==> src/rtl/lm_sm_sequencer_pkg.sv <==
// Shared constants and state encoding for the LM/SM micro-op sequencer.
package lm_sm_sequencer_pkg;

  localparam logic [15:0] NOP_WORD = 16'hF000;
  localparam logic [3:0]  OP_LM    = 4'b0110;
  localparam logic [3:0]  OP_SM    = 4'b0111;
  localparam logic [3:0]  OP_LW    = 4'b0100;
  localparam logic [3:0]  OP_SW    = 4'b0101;

  typedef enum logic {
    ST_IDLE   = 1'b0,
    ST_EXPAND = 1'b1
  } state_t;

endpackage

==> src/rtl/lm_sm_sequencer_lsb_pick8.sv <==
// Combinational lowest-set-bit finder over an 8-bit register list.
module lsb_pick8 (
  input  logic [7:0] mask,
  output logic [2:0] idx,
  output logic [7:0] clr,
  output logic       multi
);

  // Bit-select patterns: row b marks every position whose index has bit b set.
  localparam logic [23:0] IDX_PAT = {8'hF0, 8'hCC, 8'hAA};

  logic [7:0] lowbit;

  assign lowbit = mask & (~mask + 8'd1);
  assign clr    = lowbit;
  assign multi  = |(mask & (mask - 8'd1));

  genvar gi;
  generate
    for (gi = 0; gi < 3; gi++) begin : g_idx
      assign idx[gi] = |(lowbit & IDX_PAT[gi*8 +: 8]);
    end
  endgenerate

endmodule

==> src/rtl/lm_sm_sequencer.sv <==
// Expands LM/SM into per-register LW/SW micro-ops and stalls fetch meanwhile.
// Optional LMSM_PERF_CNT_EN adds a uop_count output counting emitted micro-ops.
module lm_sm_sequencer
  import lm_sm_sequencer_pkg::*;
(
  input  logic        clk,
  input  logic        rst,
  input  logic [15:0] inst_in,
  input  logic [15:0] pc_in,
  input  logic        hold_in,
  input  logic        flush_in,
  output logic [15:0] inst_out,
  output logic [15:0] pc_out,
  output logic        uop_out,
  output logic        uop_last,
  output logic        stall_fetch
`ifdef LMSM_PERF_CNT_EN
  ,
  output logic [15:0] uop_count
`endif
);

  state_t      state_q, state_d;
  logic [7:0]  pending_q, pending_d;
  logic [2:0]  offset_q, offset_d;
  logic [2:0]  ra_q, ra_d;
  logic        is_sm_q, is_sm_d;
  logic [15:0] pc_lat_q, pc_lat_d;
  logic [15:0] inst_out_q, inst_out_d;
  logic [15:0] pc_out_q, pc_out_d;
  logic        uop_out_q, uop_out_d;
  logic        uop_last_q, uop_last_d;

  logic [3:0]  opcode;
  logic        is_lmsm;
  logic [7:0]  pick_mask;
  logic [2:0]  pick_idx;
  logic [7:0]  pick_clr;
  logic        pick_multi;
  logic        kind_sm;
  logic [2:0]  ra_sel;
  logic [2:0]  off_sel;
  logic [15:0] uop_word;

  assign opcode  = inst_in[15:12];
  assign is_lmsm = (opcode == OP_LM) || (opcode == OP_SM);

  // One finder serves both paths: the incoming list in IDLE, the remainder in EXPAND.
  assign pick_mask = (state_q == ST_EXPAND) ? pending_q : inst_in[7:0];

  lsb_pick8 u_pick (
    .mask  (pick_mask),
    .idx   (pick_idx),
    .clr   (pick_clr),
    .multi (pick_multi)
  );

  assign kind_sm  = (state_q == ST_EXPAND) ? is_sm_q  : (opcode == OP_SM);
  assign ra_sel   = (state_q == ST_EXPAND) ? ra_q     : inst_in[11:9];
  assign off_sel  = (state_q == ST_EXPAND) ? offset_q : 3'd0;
  assign uop_word = {(kind_sm ? OP_SW : OP_LW), pick_idx, ra_sel, 3'b000, off_sel};

  // Releases on the cycle the final micro-op is being registered, so no bubble.
  assign stall_fetch = !flush_in && pick_multi && ((state_q == ST_EXPAND) || is_lmsm);

  always_comb begin
    state_d    = state_q;
    pending_d  = pending_q;
    offset_d   = offset_q;
    ra_d       = ra_q;
    is_sm_d    = is_sm_q;
    pc_lat_d   = pc_lat_q;
    inst_out_d = inst_out_q;
    pc_out_d   = pc_out_q;
    uop_out_d  = uop_out_q;
    uop_last_d = uop_last_q;

    if (flush_in) begin
      inst_out_d = NOP_WORD;
      uop_out_d  = 1'b0;
      uop_last_d = 1'b0;
      pending_d  = 8'h00;
      offset_d   = 3'd0;
      state_d    = ST_IDLE;
    end else if (!hold_in) begin
      if (state_q == ST_IDLE) begin
        pc_out_d = pc_in;
        if (!is_lmsm) begin
          inst_out_d = inst_in;
          uop_out_d  = 1'b0;
          uop_last_d = 1'b0;
        end else if (inst_in[7:0] == 8'h00) begin
          inst_out_d = NOP_WORD;
          uop_out_d  = 1'b0;
          uop_last_d = 1'b0;
        end else begin
          inst_out_d = uop_word;
          uop_out_d  = 1'b1;
          uop_last_d = !pick_multi;
          pending_d  = inst_in[7:0] & ~pick_clr;
          ra_d       = inst_in[11:9];
          is_sm_d    = (opcode == OP_SM);
          pc_lat_d   = pc_in;
          offset_d   = 3'd1;
          state_d    = pick_multi ? ST_EXPAND : ST_IDLE;
        end
      end else begin
        inst_out_d = uop_word;
        pc_out_d   = pc_lat_q;
        uop_out_d  = 1'b1;
        uop_last_d = !pick_multi;
        pending_d  = pending_q & ~pick_clr;
        offset_d   = offset_q + 3'd1;
        state_d    = pick_multi ? ST_EXPAND : ST_IDLE;
      end
    end
  end

  always_ff @(posedge clk or posedge rst) begin
    if (rst) begin
      state_q    <= ST_IDLE;
      pending_q  <= 8'h00;
      offset_q   <= 3'd0;
      ra_q       <= 3'd0;
      is_sm_q    <= 1'b0;
      pc_lat_q   <= 16'h0000;
      inst_out_q <= NOP_WORD;
      pc_out_q   <= 16'h0000;
      uop_out_q  <= 1'b0;
      uop_last_q <= 1'b0;
    end else begin
      state_q    <= state_d;
      pending_q  <= pending_d;
      offset_q   <= offset_d;
      ra_q       <= ra_d;
      is_sm_q    <= is_sm_d;
      pc_lat_q   <= pc_lat_d;
      inst_out_q <= inst_out_d;
      pc_out_q   <= pc_out_d;
      uop_out_q  <= uop_out_d;
      uop_last_q <= uop_last_d;
    end
  end

  assign inst_out = inst_out_q;
  assign pc_out   = pc_out_q;
  assign uop_out  = uop_out_q;
  assign uop_last = uop_last_q;

`ifdef LMSM_PERF_CNT_EN
  logic [15:0] uop_count_q, uop_count_d;

  always_comb begin
    uop_count_d = uop_count_q;
    if (!flush_in && !hold_in && uop_out_d)
      uop_count_d = uop_count_q + 16'd1;
  end

  always_ff @(posedge clk or posedge rst) begin
    if (rst) uop_count_q <= 16'h0000;
    else     uop_count_q <= uop_count_d;
  end

  assign uop_count = uop_count_q;
`endif

endmodule

==> config.mk <==
export PLATFORM = sky130hd
export DESIGN_NAME = lm_sm_sequencer
export DESIGN_NICKNAME = d
export VERILOG_FILES = /design/src/rtl/lm_sm_sequencer_pkg.sv /design/src/rtl/lm_sm_sequencer_lsb_pick8.sv /design/src/rtl/lm_sm_sequencer.sv
export SDC_FILE = /design/constraint.sdc
export NUM_CORES = 1
export LEC_CHECK = 0
export ABC_CLOCK_PERIOD_IN_PS = 5000
export CAP_MARGIN = 20
export CORE_UTILIZATION = 40
export CTS_BUF_LIST = sky130_fd_sc_hd__clkbuf_4 sky130_fd_sc_hd__clkbuf_8
export DETAILED_ROUTE_END_ITERATION = 16
export DONT_BUFFER_PORTS = 1
export GPL_TIMING_DRIVEN = 0
export SLEW_MARGIN = 0
export SYNTH_ARGS = -nofsm -noshare
export SYNTH_HDL_FRONTEND = slang
export SYNTH_SLANG_ARGS = --single-unit
==> constraint.sdc <==
create_clock -name clk -period 5 [get_ports clk]
set_clock_uncertainty 0.1 [all_clocks]
set_input_delay 1 -clock clk [delete_from_list [all_inputs] [get_ports clk]]
set_output_delay 1 -clock clk [all_outputs]
set_load 0.05 [all_outputs]
==> results of run 1 <==
## worst register-to-register path, stage by stage, from the launching register on
cell,delay (ns)
sky130_fd_sc_hd__dfrtp_1,0.47
sky130_fd_sc_hd__or3_4,0.44
sky130_fd_sc_hd__a211oi_4,0.53
sky130_fd_sc_hd__buf_6,0.24
sky130_fd_sc_hd__mux2_4,0.30
## synth_stat cells, drive strengths merged (3+ instances only)
master | n | share of area
nand2 | 39 | 0.045
nand3 | 8 | 0.012
buf | 10 | 0.024
a211oi | 3 | 0.011
a32o | 3 | 0.0092
mux2i | 20 | 0.061
nor3 | 4 | 0.0076
a22o | 3 | 0.0080
o32ai | 4 | 0.011
inv | 10 | 0.011
o21ai | 33 | 0.050
a21o | 9 | 0.022
dfstp | 4 | 0.032
a221oi | 4 | 0.011
clkbuf | 7 | 0.0080
a21oi | 18 | 0.027
nor2 | 13 | 0.015
or3 | 4 | 0.0092
dfrtp | 61 | 0.47
nor2b | 3 | 0.0057
a22oi | 3 | 0.0084
nand2b | 4 | 0.0076
mux2 | 18 | 0.076
## flip-flops by register name, indices dropped and copies added, names as in the netlist
name / flops
pending_q: 7
pc_out: 16
is_sm_q: 1
uop_out: 1
pc_lat_q: 16
inst_out: 16
uop_last: 1
ra_q: 3
offset_q: 3
state_q: 1
## metal layers
layer  GRT usage  vias up
met1       0.276     1209
met4      0.0560        0
met5           0        -
li1            -     1138
met3      0.0870        6
met2       0.320      129
## final cells by class
cell class,instances,area [um2]
Sequential cell,65,1630
Clock inverter,6,50.0
Clock buffer,10,138
Fill cell,741,4210
Inverter,10,40.0
Buffer,17,105
Multi-Input combinational cell,217,1510
Tap cell,102,128
## worst paths after layout
kind,from,slack [ns],to
setup / recovery,inst_in[15],1.24,stall_fetch
hold / removal,pc_lat_q[10],0.41,pc_lat_q[10]
setup reg to reg,state_q,2.81,is_sm_q
hold reg to reg,pc_lat_q[10],0.41,pc_lat_q[10]
max in group asynchronous,rst,3.67,pending_q[2]
min in group asynchronous,rst,0.56,pc_lat_q[9]
## layout by cell type, fill, tap and decap left out, drive strengths merged, types with 8 or more instances in the layout
master,instances
a21o,9
a21oi,18
buf,10
clkbuf,17
dfrtp,61
inv,12
mux2,18
mux2i,20
nand2,39
nand3,8
nor2,13
o21ai,33
## report_power, final
| part | internal (mW) | leakage [nW] | switching (mW) | total (mW) |
|---|---|---|---|---|
| registers | 0.605 | 0.827 | 0.162 | 0.767 |
| logic | 0.111 | 0.643 | 0.123 | 0.234 |
| clock network | 0.198 | 0.0831 | 0.224 | 0.422 |
| total | 0.914 | 1.55 | 0.509 | 1.42 |
## cells by family (layout without fill, tap and decap cells)
logic type | count (synthesis) | in the layout | share of synthesized area
AO/OA/AOI/OAI | 91 | 91 | 0.186
adder cells (fa/ha/maj) | 1 | 1 | 0.00382
buffers and inverters | 27 | 43 | 0.0435
flip-flops | 65 | 65 | 0.498
multiplexers | 38 | 38 | 0.137
AND/OR/NAND/NOR | 87 | 87 | 0.132
## stage by stage
stage	setup WS, ns	power [mW]	utilization	hold WS [ns]
5_1_grt	1.22	1.49	0.461	0.429
3_3_place_gp	0.763	1.00	0.436	0.386
6_report	1.24	1.42	0.461	0.412
2_1_floorplan	1.03	0.951	-	0.371
4_1_cts	1.29	1.44	0.461	0.414
3_5_place_dp	1.29	1.01	0.437	0.390
==> report_table.html, run 1 <==
<table>
<tr><th>Metric</th><th>Value</th></tr>
<tr><th colspan="2">Status</th></tr>
<tr><td>Outcome</td><td>finished, final reports clean</td></tr>
<tr><th colspan="2">Routing</th></tr>
<tr><td>Wirelength per Cell</td><td>19.7 um</td></tr>
<tr><td>Vias after detailed routing</td><td>2482</td></tr>
<tr><td>Highest metal layer with signal wires</td><td>met4</td></tr>
<tr><td>Number of DRC violations after detailed routing</td><td>0</td></tr>
<tr><td>Final wirelength</td><td>8400 um</td></tr>
<tr><td>DRT iter0 DRCs</td><td>139</td></tr>
<tr><td>Initial DRT Pass Iterations</td><td>5</td></tr>
<tr><td>Final antenna-violating net count</td><td>0</td></tr>
<tr><td>DRT met1 WL</td><td>3490 um</td></tr>
<tr><td>Mean number of vias per cell</td><td>5.81</td></tr>
<tr><td>Met3 wirelength from detailed routing</td><td>920 um</td></tr>
<tr><td>Met2 routed WL</td><td>3910 um</td></tr>
<tr><th colspan="2">STA</th></tr>
<tr><td>Worst-margin pin slew</td><td>1.10 ns</td></tr>
<tr><td>Slew Viols, Final</td><td>0</td></tr>
<tr><td>Relative max-transition margin</td><td>0.365</td></tr>
<tr><td>Final-report hold violation count</td><td>0</td></tr>
<tr><td>FMAX</td><td>266 MHz</td></tr>
<tr><td>Sum of negative setup slack</td><td>0 ns</td></tr>
<tr><td>Number of setup violations in the final report</td><td>0</td></tr>
<tr><td>Min cycle time layout</td><td>3.76 ns</td></tr>
<tr><td>RSZ-0062 raised after global routing</td><td>false</td></tr>
<tr><td>Final critical-path share of the clock period</td><td>0.752</td></tr>
<tr><th colspan="2">Yosys</th></tr>
<tr><td>Mapped Avg Cell Area</td><td>10.6 um2</td></tr>
<tr><td>Post-Syn Instances</td><td>309</td></tr>
<tr><td>Post-synthesis async set-or-reset flop share</td><td>1.00</td></tr>
<tr><td>Synthesized Nets</td><td>346</td></tr>
<tr><td>Post-synthesis sequential area ratio</td><td>0.498</td></tr>
<tr><td>Prevailing post-synth register cell</td><td>sky130_fd_sc_hd__dfrtp_1</td></tr>
<tr><td>Number of warnings printed during yosys synthesis</td><td>0</td></tr>
<tr><td>Post-synth cell types</td><td>54</td></tr>
<tr><td>Post-synth design cell area</td><td>3280 um2</td></tr>
<tr><td>FF+latch count, synth</td><td>65</td></tr>
<tr><td>Post-synth EDFFs</td><td>0</td></tr>
<tr><th colspan="2">Global routing</th></tr>
<tr><td>Initial antenna violation count</td><td>0</td></tr>
<tr><td>Global-route total usage across every layer</td><td>0.211</td></tr>
<tr><td>Number of global-route vias before repair</td><td>2489</td></tr>
<tr><td>GR Overflow Total</td><td>0</td></tr>
<tr><td>First-pass GRT wire length</td><td>13700 um</td></tr>
<tr><td>Pin count of the biggest net entering global routing</td><td>66</td></tr>
<tr><th colspan="2">Finish</th></tr>
<tr><td>Fraction of final layout cells sized beyond drive strength 1</td><td>0.194</td></tr>
<tr><td>Antenna diode count</td><td>0</td></tr>
<tr><td>Synthesis-to-layout area growth</td><td>9.89%</td></tr>
<tr><td>Final cell count without fillers</td><td>427</td></tr>
<tr><td>Area of all placed cells without fillers</td><td>3600 um2</td></tr>
<tr><td>Total Nets Final</td><td>357</td></tr>
<tr><th colspan="2">Clock network</th></tr>
<tr><td>CTS-repair resized insts</td><td>0</td></tr>
<tr><td>Maximum clock insertion buffer count</td><td>2</td></tr>
<tr><td>CTS tree</td><td>done</td></tr>
<tr><td>Clock latency of the later-clocked register in the worst-skew pair</td><td>0.35 ns</td></tr>
<tr><td>Clock edge transition at the registers on the reported setup and hold paths</td><td>0.08 ns</td></tr>
<tr><td>Clk sink count</td><td>65</td></tr>
<tr><td>Buffer cell driving the clock tree root</td><td>sky130_fd_sc_hd__clkbuf_8</td></tr>
<tr><td>Number of setup buffers added after CTS</td><td>0</td></tr>
<tr><td># H-tree levels</td><td>3</td></tr>
<tr><td>Cts bufs inserted</td><td>9</td></tr>
<tr><td>Number of buffers added to fix hold violations after cts</td><td>0</td></tr>
<tr><th colspan="2">Placed design</th></tr>
<tr><td>Port Buf Inserts</td><td>0</td></tr>
<tr><td>Weighted congestion at the end of routability-driven global placement</td><td>0.870</td></tr>
<tr><td>Cell count after placement</td><td>411</td></tr>
<tr><td>HPWL after detailed placement</td><td>5860 um</td></tr>
<tr><td>Placement Cell Area</td><td>3410 um2</td></tr>
<tr><th colspan="2">Power and ir drop</th></tr>
<tr><td>Worst IR Drop VDD</td><td>0.241 mV</td></tr>
<tr><td>Leakage Power</td><td>1.55 nW</td></tr>
<tr><td>PwrDens</td><td>395 nW/um2</td></tr>
<tr><th colspan="2">Floorplanning</th></tr>
<tr><td>Die Y</td><td>92.5 um</td></tr>
<tr><td>Area inside the core boundary</td><td>7810 um2</td></tr>
<tr><td>Horizontal extent of the die</td><td>92.5 um</td></tr>
<tr><td>Die area</td><td>8560 um2</td></tr>
<tr><td>Initial core utilization</td><td>0.420</td></tr>
<tr><td>Top-level port count</td><td>71</td></tr>
<tr><td>Cell Rows</td><td>32</td></tr>
<tr><th colspan="2">Worst setup path</th></tr>
<tr><td>Data required time at the worst endpoint</td><td>3.90 ns</td></tr>
<tr><td>List of cells traversed by the critical path</td><td>nand3b_1 &gt; a21o_2 &gt; a221oi_2</td></tr>
<tr><td>Kind of cell with the highest combined delay on the critical path</td><td>compound AO/OA/AOI/OAI gates</td></tr>
<tr><td>Sort of element at the end of the critical path</td><td>output pin</td></tr>
<tr><td>Delay of the slowest critical-path stage</td><td>0.91 ns</td></tr>
<tr><td>Crit start category</td><td>primary input</td></tr>
<tr><td>Number of logic stages on the critical path including buffering</td><td>3</td></tr>
<tr><td>Cell with the biggest individual delay on the critical path</td><td>sky130_fd_sc_hd__a221oi_2</td></tr>
<tr><td>Largest fanout on the critical path</td><td>9</td></tr>
<tr><td>Critical path arrival</td><td>2.66 ns</td></tr>
<tr><td>CP Buf/Inv Count</td><td>0</td></tr>
<tr><td>Cell count of the worst reg-to-reg path</td><td>4</td></tr>
<tr><td>Worst Setup Path Type</td><td>primary input to output pin</td></tr>
<tr><th colspan="2">Min path</th></tr>
<tr><td>Type of the tightest min-delay check</td><td>flip-flop to flip-flop</td></tr>
<tr><td>Cell depth of the worst min-delay path</td><td>1</td></tr>
<tr><th colspan="2">Run</th></tr>
<tr><td>Maxcap violations</td><td>0</td></tr>
</table>
Power figures use the tool's default switching activity.
==> run 2: changes to the inputs <==
--- a/config.mk
+++ b/config.mk
@@ -5,7 +5,7 @@
 export SDC_FILE = /design/constraint.sdc
 export NUM_CORES = 1
 export LEC_CHECK = 0
-export ABC_CLOCK_PERIOD_IN_PS = 5000
+export ABC_CLOCK_PERIOD_IN_PS = 3700
 export CAP_MARGIN = 20
 export CORE_UTILIZATION = 40
 export CTS_BUF_LIST = sky130_fd_sc_hd__clkbuf_4 sky130_fd_sc_hd__clkbuf_8
==> constraint.sdc (replaced) <==
create_clock -name clk -period 3.7 [get_ports clk]
set_clock_uncertainty 0.1 [all_clocks]
set_input_delay 0.74 -clock clk [delete_from_list [all_inputs] [get_ports clk]]
set_output_delay 0.74 -clock clk [all_outputs]
set_load 0.05 [all_outputs]
==> results of run 2 <==
The final DEF is identical to that of run 1. Status: finished, final reports clean.
Among the figures that moved: setup slack after placement 1.29 ns -> 0.514 ns; setup slack after layout 1.24 ns -> 0.220 ns; hold slack 0.412 ns -> 0.301 ns; start point of the critical path inst_in[15] -> state_q; register-to-register setup slack 2.81 ns -> 1.51 ns; total power 1.42 mW -> 1.92 mW; worst IR drop on VDD 0.241 mV -> 0.326 mV
